--- config.mk ---
export PLATFORM = sky130hd
export DESIGN_NAME = mmio_uart_tx_flat
export DESIGN_NICKNAME = d
export VERILOG_FILES = /design/src/rtl/mmio_uart_tx_pkg.sv /design/src/rtl/mmio_uart_tx_if.sv /design/src/rtl/mmio_uart_tx_fifo.sv /design/src/rtl/mmio_uart_tx.sv /design/src/flat_wrapper.sv
export SDC_FILE = /design/constraint.sdc
export NUM_CORES = 1
export LEC_CHECK = 0
export ABC_CLOCK_PERIOD_IN_PS = 7000
export CAP_MARGIN = 10
export CORE_ASPECT_RATIO = 0.75
export CORE_MARGIN = 2
export CORE_UTILIZATION = 39
export DETAILED_ROUTE_END_ITERATION = 8
export SYNTH_ARGS = -nofsm -noshare
export SYNTH_HDL_FRONTEND = slang
export SYNTH_SLANG_ARGS = --single-unit
--- constraint.sdc ---
create_clock -name clk -period 7 [get_ports clk]
set_input_delay 1.4 -clock clk [delete_from_list [all_inputs] [get_ports clk]]
set_output_delay 1.4 -clock clk [all_outputs]
set_load 0.01 [all_outputs]
--- src/rtl/mmio_uart_tx_pkg.sv ---
// Shared types, register offsets and STATUS layout for the memory-mapped UART transmitter.
package mmio_uart_tx_pkg;

    typedef enum logic [1:0] {
        UART_IDLE,
        UART_START,
        UART_DATA,
        UART_STOP
    } uart_state_t;

    localparam logic [1:0] UART_REG_TXDATA = 2'd0;
    localparam logic [1:0] UART_REG_STATUS = 2'd1;
    localparam logic [1:0] UART_REG_DIV    = 2'd2;

    localparam int STAT_FULL    = 0;
    localparam int STAT_EMPTY   = 1;
    localparam int STAT_ACTIVE  = 2;
    localparam int STAT_OVF     = 3;
    localparam int STAT_CNT_LSB = 4;
    localparam int STAT_CNT_W   = 4;

    function automatic logic [31:0] pack_status(
        input logic                  full,
        input logic                  empty,
        input logic                  active,
        input logic                  ovf,
        input logic [STAT_CNT_W-1:0] count
    );
        logic [31:0] s;
        s                              = '0;
        s[STAT_FULL]                   = full;
        s[STAT_EMPTY]                  = empty;
        s[STAT_ACTIVE]                 = active;
        s[STAT_OVF]                    = ovf;
        s[STAT_CNT_LSB +: STAT_CNT_W]  = count;
        return s;
    endfunction

endpackage

--- src/rtl/mmio_uart_tx_if.sv ---
// Load/store port between the core's MMIO decode and the UART register file.
interface mmio_uart_tx_if;
    import mmio_uart_tx_pkg::*;

    logic        i_wr_en;
    logic        i_rd_en;
    logic [1:0]  i_addr;
    logic [31:0] i_wdata;
    logic [31:0] o_rdata;

    modport master (output i_wr_en, output i_rd_en, output i_addr, output i_wdata, input o_rdata);
    modport slave  (input i_wr_en, input i_rd_en, input i_addr, input i_wdata, output o_rdata);

endinterface

--- src/rtl/mmio_uart_tx_fifo.sv ---
// Synchronous TX byte FIFO; a push into a full FIFO is still accepted when a pop frees a slot the same cycle.
module mmio_uart_tx_fifo #(
    parameter int DEPTH = 8,
    parameter int WIDTH = 8
) (
    input  logic                         clk,
    input  logic                         rst_n,
    input  logic                         i_push,
    input  logic                         i_pop,
    input  logic [WIDTH-1:0]             i_data,
    output logic [WIDTH-1:0]             o_data,
    output logic                         o_full,
    output logic                         o_empty,
    output logic                         o_drop,
    output logic [$clog2(DEPTH+1)-1:0]   o_count
);
    localparam int AW = $clog2(DEPTH);
    localparam int CW = $clog2(DEPTH+1);

    logic [WIDTH-1:0] r_mem [DEPTH];
    logic [AW-1:0]    r_wptr;
    logic [AW-1:0]    r_rptr;
    logic [CW-1:0]    r_count;
    logic             w_push;
    logic             w_pop;

    assign o_empty = (r_count == '0);
    assign o_full  = (r_count == CW'(DEPTH));
    assign w_pop   = i_pop & ~o_empty;
    assign w_push  = i_push & (~o_full | w_pop);
    assign o_drop  = i_push & ~w_push;
    assign o_data  = r_mem[r_rptr];
    assign o_count = r_count;

    always_ff @(posedge clk) begin
        if (w_push) begin
            r_mem[r_wptr] <= i_data;
        end
    end

    // pointers wrap naturally since DEPTH is a power of two
    always_ff @(posedge clk or negedge rst_n) begin
        if (!rst_n) begin
            r_wptr  <= '0;
            r_rptr  <= '0;
            r_count <= '0;
        end else begin
            if (w_push) begin
                r_wptr <= r_wptr + AW'(1);
            end
            if (w_pop) begin
                r_rptr <= r_rptr + AW'(1);
            end
            if (w_push && !w_pop) begin
                r_count <= r_count + CW'(1);
            end else if (!w_push && w_pop) begin
                r_count <= r_count - CW'(1);
            end
        end
    end

endmodule

--- src/rtl/mmio_uart_tx.sv ---
// Memory-mapped 8N1 UART transmitter: register decode, TX FIFO, baud down-counter and frame FSM.
//  state | meaning
//  IDLE  | line high, waiting for a queued byte
//  START | start bit (low) for DIV cycles
//  DATA  | eight data bits LSB first, DIV cycles each
//  STOP  | stop bit (high); chains straight into START if more bytes are queued
module mmio_uart_tx
    import mmio_uart_tx_pkg::*;
#(
    parameter int FIFO_DEPTH  = 8,
    parameter int DIV_DEFAULT = 868,
    parameter int DIV_W       = 16
) (
    input  logic                  clk,
    input  logic                  rst_n,
    mmio_uart_tx_if.slave         bus,
    output logic                  o_tx,
    output logic                  o_irq
);
    localparam int CW = $clog2(FIFO_DEPTH+1);

    localparam logic [1:0] S_IDLE  = UART_IDLE;
    localparam logic [1:0] S_START = UART_START;
    localparam logic [1:0] S_DATA  = UART_DATA;
    localparam logic [1:0] S_STOP  = UART_STOP;

    logic [1:0]       r_state;
    logic [DIV_W-1:0] r_cnt;
    logic [2:0]       r_idx;
    logic [7:0]       r_shift;
    logic [DIV_W-1:0] r_div;
    logic             r_ovf;
    logic             r_irq;
    logic [31:0]      r_rdata;

    logic             w_push_req;
    logic             w_pop;
    logic             w_bit_end;
    logic [7:0]       w_fifo_data;
    logic             w_full;
    logic             w_empty;
    logic             w_drop;
    logic [CW-1:0]    w_count;
    logic [DIV_W-1:0] w_div_wdata;
    logic [DIV_W-1:0] w_div_next;
    logic [DIV_W-1:0] w_reload;
    logic             w_active;
    logic             w_tx;
    logic             w_unused_wdata;

    assign w_push_req     = bus.i_wr_en && (bus.i_addr == UART_REG_TXDATA);
    assign w_bit_end      = (r_cnt == '0);
    assign w_pop          = ((r_state == S_IDLE) || ((r_state == S_STOP) && w_bit_end)) && !w_empty;
    assign w_reload       = r_div - DIV_W'(1);
    assign w_active       = (r_state != S_IDLE);
    assign w_div_wdata    = bus.i_wdata[DIV_W-1:0];
    assign w_div_next     = (w_div_wdata == '0) ? DIV_W'(1) : w_div_wdata;
    assign w_unused_wdata = ^bus.i_wdata;

    mmio_uart_tx_fifo #(
        .DEPTH (FIFO_DEPTH),
        .WIDTH (8)
    ) u_fifo (
        .clk     (clk),
        .rst_n   (rst_n),
        .i_push  (w_push_req),
        .i_pop   (w_pop),
        .i_data  (bus.i_wdata[7:0]),
        .o_data  (w_fifo_data),
        .o_full  (w_full),
        .o_empty (w_empty),
        .o_drop  (w_drop),
        .o_count (w_count)
    );

    // the reload always uses the live DIV, so a mid-frame write lands on the next bit boundary
    always_ff @(posedge clk or negedge rst_n) begin
        if (!rst_n) begin
            r_state <= S_IDLE;
            r_cnt   <= '0;
            r_idx   <= '0;
            r_shift <= '0;
        end else begin
            case (r_state)
                S_IDLE: begin
                    if (w_pop) begin
                        r_shift <= w_fifo_data;
                        r_cnt   <= w_reload;
                        r_state <= S_START;
                    end
                end
                S_START: begin
                    if (w_bit_end) begin
                        r_cnt   <= w_reload;
                        r_idx   <= '0;
                        r_state <= S_DATA;
                    end else begin
                        r_cnt <= r_cnt - DIV_W'(1);
                    end
                end
                S_DATA: begin
                    if (w_bit_end) begin
                        r_cnt   <= w_reload;
                        r_shift <= {1'b0, r_shift[7:1]};
                        r_idx   <= r_idx + 3'd1;
                        if (r_idx == 3'd7) begin
                            r_state <= S_STOP;
                        end
                    end else begin
                        r_cnt <= r_cnt - DIV_W'(1);
                    end
                end
                S_STOP: begin
                    if (w_bit_end) begin
                        if (w_pop) begin
                            r_shift <= w_fifo_data;
                            r_cnt   <= w_reload;
                            r_state <= S_START;
                        end else begin
                            r_state <= S_IDLE;
                        end
                    end else begin
                        r_cnt <= r_cnt - DIV_W'(1);
                    end
                end
                default: r_state <= S_IDLE;
            endcase
        end
    end

    always_comb begin
        w_tx = 1'b1;
        case (r_state)
            S_START: w_tx = 1'b0;
            S_DATA:  w_tx = r_shift[0];
            default: w_tx = 1'b1;
        endcase
    end

    // a drop in the same cycle as a STATUS read wins, so no overflow is ever lost
    always_ff @(posedge clk or negedge rst_n) begin
        if (!rst_n) begin
            r_div   <= DIV_W'(DIV_DEFAULT);
            r_ovf   <= 1'b0;
            r_irq   <= 1'b1;
            r_rdata <= '0;
        end else begin
            r_irq <= w_empty & ~w_active;
            if (w_drop) begin
                r_ovf <= 1'b1;
            end else if (bus.i_rd_en && (bus.i_addr == UART_REG_STATUS)) begin
                r_ovf <= 1'b0;
            end
            if (bus.i_wr_en && (bus.i_addr == UART_REG_DIV)) begin
                r_div <= w_div_next;
            end
            if (bus.i_rd_en) begin
                case (bus.i_addr)
                    UART_REG_STATUS: r_rdata <= pack_status(w_full, w_empty, w_active, r_ovf,
                                                            STAT_CNT_W'(w_count));
                    UART_REG_DIV:    r_rdata <= 32'(r_div);
                    default:         r_rdata <= '0;
                endcase
            end
        end
    end

    assign bus.o_rdata = r_rdata;
    assign o_tx        = w_tx;
    assign o_irq       = r_irq;

endmodule

--- src/flat_wrapper.sv ---
// flat-port wrapper written by rule: the top's interface ports become plain ports
module mmio_uart_tx_flat import mmio_uart_tx_pkg::*;
#(
    parameter int FIFO_DEPTH  = 8,
    parameter int DIV_DEFAULT = 868,
    parameter int DIV_W       = 16
)
  (clk, rst_n, o_tx, o_irq, bus_i_wr_en, bus_i_rd_en, bus_i_addr, bus_i_wdata, bus_o_rdata);
  mmio_uart_tx_if bus_i ();
  input  logic clk;
  input  logic rst_n;
  output logic o_tx;
  output logic o_irq;
  input wire logic [$bits(bus_i.i_wr_en)-1:0] bus_i_wr_en;
  input wire logic [$bits(bus_i.i_rd_en)-1:0] bus_i_rd_en;
  input wire logic [$bits(bus_i.i_addr)-1:0] bus_i_addr;
  input wire logic [$bits(bus_i.i_wdata)-1:0] bus_i_wdata;
  output wire logic [$bits(bus_i.o_rdata)-1:0] bus_o_rdata;
  assign bus_i.i_wr_en = bus_i_wr_en;
  assign bus_i.i_rd_en = bus_i_rd_en;
  assign bus_i.i_addr = bus_i_addr;
  assign bus_i.i_wdata = bus_i_wdata;
  assign bus_o_rdata = bus_i.o_rdata;
  mmio_uart_tx #(.FIFO_DEPTH(FIFO_DEPTH), .DIV_DEFAULT(DIV_DEFAULT), .DIV_W(DIV_W)) u_core (.clk(clk), .rst_n(rst_n), .bus(bus_i), .o_tx(o_tx), .o_irq(o_irq));
endmodule
==> metrics <==
status=complete, no violations; total clock sinks=137; worst hold path type=reg2reg; worst hold slack=0.489 ns; I/O Pins=72; fin crit share=0.581; final setup violating endpoints=0; CP max stage delay=0.67 ns; number of I/O port buffers=39; Reg area=3760 µm²; setup ws final=2.93 ns; RSZ-0062 raised after global routing=no; Mean Syn Cell Area=roughly 12 µm²; Post-CTS Resized=0; Seq/Total Area, Yosys=0.540; area occupied by multi-input gates=2890 µm²; Synth Register Bits=137; Combinational Power Share=0.351; setup_tns=0 ns; drt drc=0; Fmax=0.246 GHz; Clock Power Share=0.285; Post-Syn Area=6960 µm²; Internal=0.00213 W; most frequent cells in the layout=67 x dfrtp_1, 64 x edfxtp_1, 40 x nand2_1, 38 x clkdlybuf4s50_1, 33 x o21ai_0; GRT Total Usage=0.177; CTS tree=done; CP Depth=14; Static Leak=3.03 nW; RD Place Congestion=0.837; Worst Path Required=7.30 ns; clk_lat worst skew=0.43 ns; DPL Wire Length=between 10000 and 15000 µm; Reg2Reg Depth=14; Psw=0.00122 W; part of the power in registers=0.364; FILL cells=roughly 1600; Post-synth ARST share=0.533; CP startpoint kind=register; initial DRC count=approximately 400; Nets=654; switching share of power=0.365; Mapped Cells=567; hold path startpoint=u_core.r_shift[2]$_DFFE_PN0P_; Worst Setup End Kind=register; Routed Antenna Nets=0; Final min period=4.07 ns; hold_buf cts=0; Synth area leaders=edfxtp_1 28%, dfrtp_1 24%, mux4_2 5.2%, ha_1 3.1%, mux2_2 2.8%; slew at the pin closest to its max-slew limit=1.10 ns; final worst clock skew=0.00797 ns; Syn. warnings=0; Distinct cells, synth=80; slew margin rel.=0.265; Post-synth EDFFs=64; H-tree Lvls=4; clock-pin slew on the worst setup and hold paths=approximately 0.060 ns; FF-to-FF End=u_core.u_fifo.o_count[3]$_DFFE_PN0P_; layout cells sized above 1=0.157; Via-to-Cell Ratio=5.44; drt first pass iters=4; Pwr per Cell Area=a little over 400 nW/µm²; total core area=about 18000 µm²; largest fanout on the critical path=13; Cell Rows=42; Worst path most repeated cell=ha_1; Synth top area share=0.276; DIE WIDTH=158 µm; max_cap viols=0; clock buffer depth=2; WS Path Type=reg2reg; worst path cell trace=inv_1 > ha_1 > or4b_1 > o41a_4 > nor2_4 > inv_2 > ha_1 > inv_1 > ha_1 > a21o_1 > a21oi_1 > xnor2_1 > nor2_1 > xor2_1; antenna cells=0; slack of the worst reg-to-reg path=2.93 ns; initial antenna violation count=0; largest net degree at the start of global routing=between 70 and 80; WP buf/inv=3; TritonCTS buffer count=17; post-layout util=0.462; reg-to-reg startpoint=u_core.r_cnt[0]$_DFF_PN0_; Peak supply drop=0.184 mV; postcts setup bufs=0; routed len/inst=18.2 µm; most area-hungry cell type in the Yosys netlist=edfxtp_1; GR Overflow Total=0; commonest non-fill, non-tap cell in the layout=dfrtp_1; CTS Root Cell=clkbuf_16; vias after detailed routing=4641; critical path endpoint=u_core.u_fifo.o_count[3]$_DFFE_PN0P_; WL final=15600 µm; Worst setup startpoint=u_core.r_cnt[0]$_DFF_PN0_; final hold vios=0; DIE HEIGHT=roughly 120 µm; first-pass GRT wire length=about 25000 µm; CP delay by family, top=simple AND/OR/NAND/NOR gates; vias in the first global route=roughly 4600; Slew Limit Fails=0; Die ar.=18900 µm²; area grow syn2layout=16.6%; dominant synthesized flop cell=dfrtp_1; setup slack at placement=2.98 ns; Initial Util=0.396; CP arrival=approximately 4.4 ns; CP max-delay cell=or4b_1
-- cell type report --
| cell class | instances | share of cell area |
|---|---|---|
| flip-flops and latches | 137 | 0.463 |
| inverters | 29 | 0.0134 |
| multi-input cells | 368 | 0.356 |
| clock inverters | 14 | 0.0239 |
| repair buffers | 45 | 0.0534 |
| well taps | 242 | 0.0373 |
| clock buffers | 18 | 0.0529 |
-- Yosys cell counts, types with 4 or more instances --
cell      count
dfstp_2       6
ha_1         17
nand2_1      40
mux2_1        8
o22ai_1      11
o21a_1        4
clkbuf_1     23
xor2_1        5
mux2_2       17
o21ai_0      33
edfxtp_1     64
nand4_1       4
o211ai_1      6
nor3_1       13
buf_4        17
nor2_1       20
nor4_1       12
xnor2_1      20
a22oi_1      12
inv_1        28
mux2i_1       9
dfrtp_1      67
a31oi_1       5
a21oi_1      16
mux4_2       16
nand3_1      13
-- layer usage --
layer	GRT usage	wire (µm)	up-vias
met5	0	0	-
met4	0.0507	165	0
met3	0.0538	893	15
met2	0.247	6850	123
met1	0.266	7650	2336
li1	-	-	2167
-- sequential cells by signal (all words and copies together) (netlist names), 3 cells and up --
| register | count |
|---|---|
| u_core.u_fifo.r_wptr | 3 |
| u_core.r_div | 16 |
| u_core.r_cnt | 16 |
| u_core.u_fifo.r_mem | 64 |
| u_core.r_shift | 8 |
| u_core.r_idx | 3 |
| u_core.u_fifo.r_rptr | 3 |
| u_core.u_fifo.o_count | 4 |
| u_core.bus.o_rdata | 16 |
-- cells by family (layout without fill, tap and decap cells) --
logic type                 after synthesis  count (layout)  share of synthesized area
DFF                                    137             137                      0.540
and+or+nand+nor                        135             135                      0.108
AOI/OAI and AO/OA                      123             123                      0.126
buffers and inverters                   77             106                     0.0534
muxes                                   51              51                      0.107
xor gates and xnor gates                25              25                     0.0315
adders and majority gates               18              18                     0.0334
other                                    1              16                   0.000539
-- per-stage QoR --
stage                     cell area (µm²)  total power (W)  instances
after global placement               7490          0.00237        821
after global routing                 8110          0.00356        853
after detailed placement             7490          0.00240        821
after CTS                            8110          0.00337        853
final                                8110          0.00336        853
after floorplan                      7020          0.00209        582
-- power groups by stage --
| stage | Sequential, W | Clock, W | Combinational (W) |
|---|---|---|---|
| finish | 0.00122 | 0.000956 | 0.00118 |
| global route | 0.00125 | 0.00101 | 0.00130 |
| CTS | 0.00122 | 0.000970 | 0.00118 |
| detailed placement | 0.00123 | 0 | 0.00117 |
| global placement | 0.00122 | 0 | 0.00114 |
| floorplan | 0.00111 | 0 | 0.000979 |
-- worst reg2reg max path, stage by stage, from the launching register on --
cell and delay [ns]:
dfrtp_1 0.45, inv_1 0.09, ha_1 0.44, or4b_1 0.67, o41a_4 0.55, nor2_4 0.26, inv_2 0.19, ha_1 0.25
inv_1 0.12, ha_1 0.24, a21o_1 0.17, a21oi_1 0.17, xnor2_1 0.13, nor2_1 0.06, xor2_1 0.14
-- how the worst min path moves through the flow --
stage / endpoint / cells past startpoint
2_1_floorplan: u_core.r_ovf$_DFFE_PN0P_ / 2
3_3_place_gp: u_core.r_ovf$_DFFE_PN0P_ / 2
3_5_place_dp: u_core.r_ovf$_DFFE_PN0P_ / 2
4_1_cts: u_core.r_ovf$_DFFE_PN0P_ / 2
5_1_grt: u_core.r_shift[2]$_DFFE_PN0P_ / 1
6_report: u_core.r_shift[2]$_DFFE_PN0P_ / 1
No activity file was read; power rests on OpenSTA's default activity.
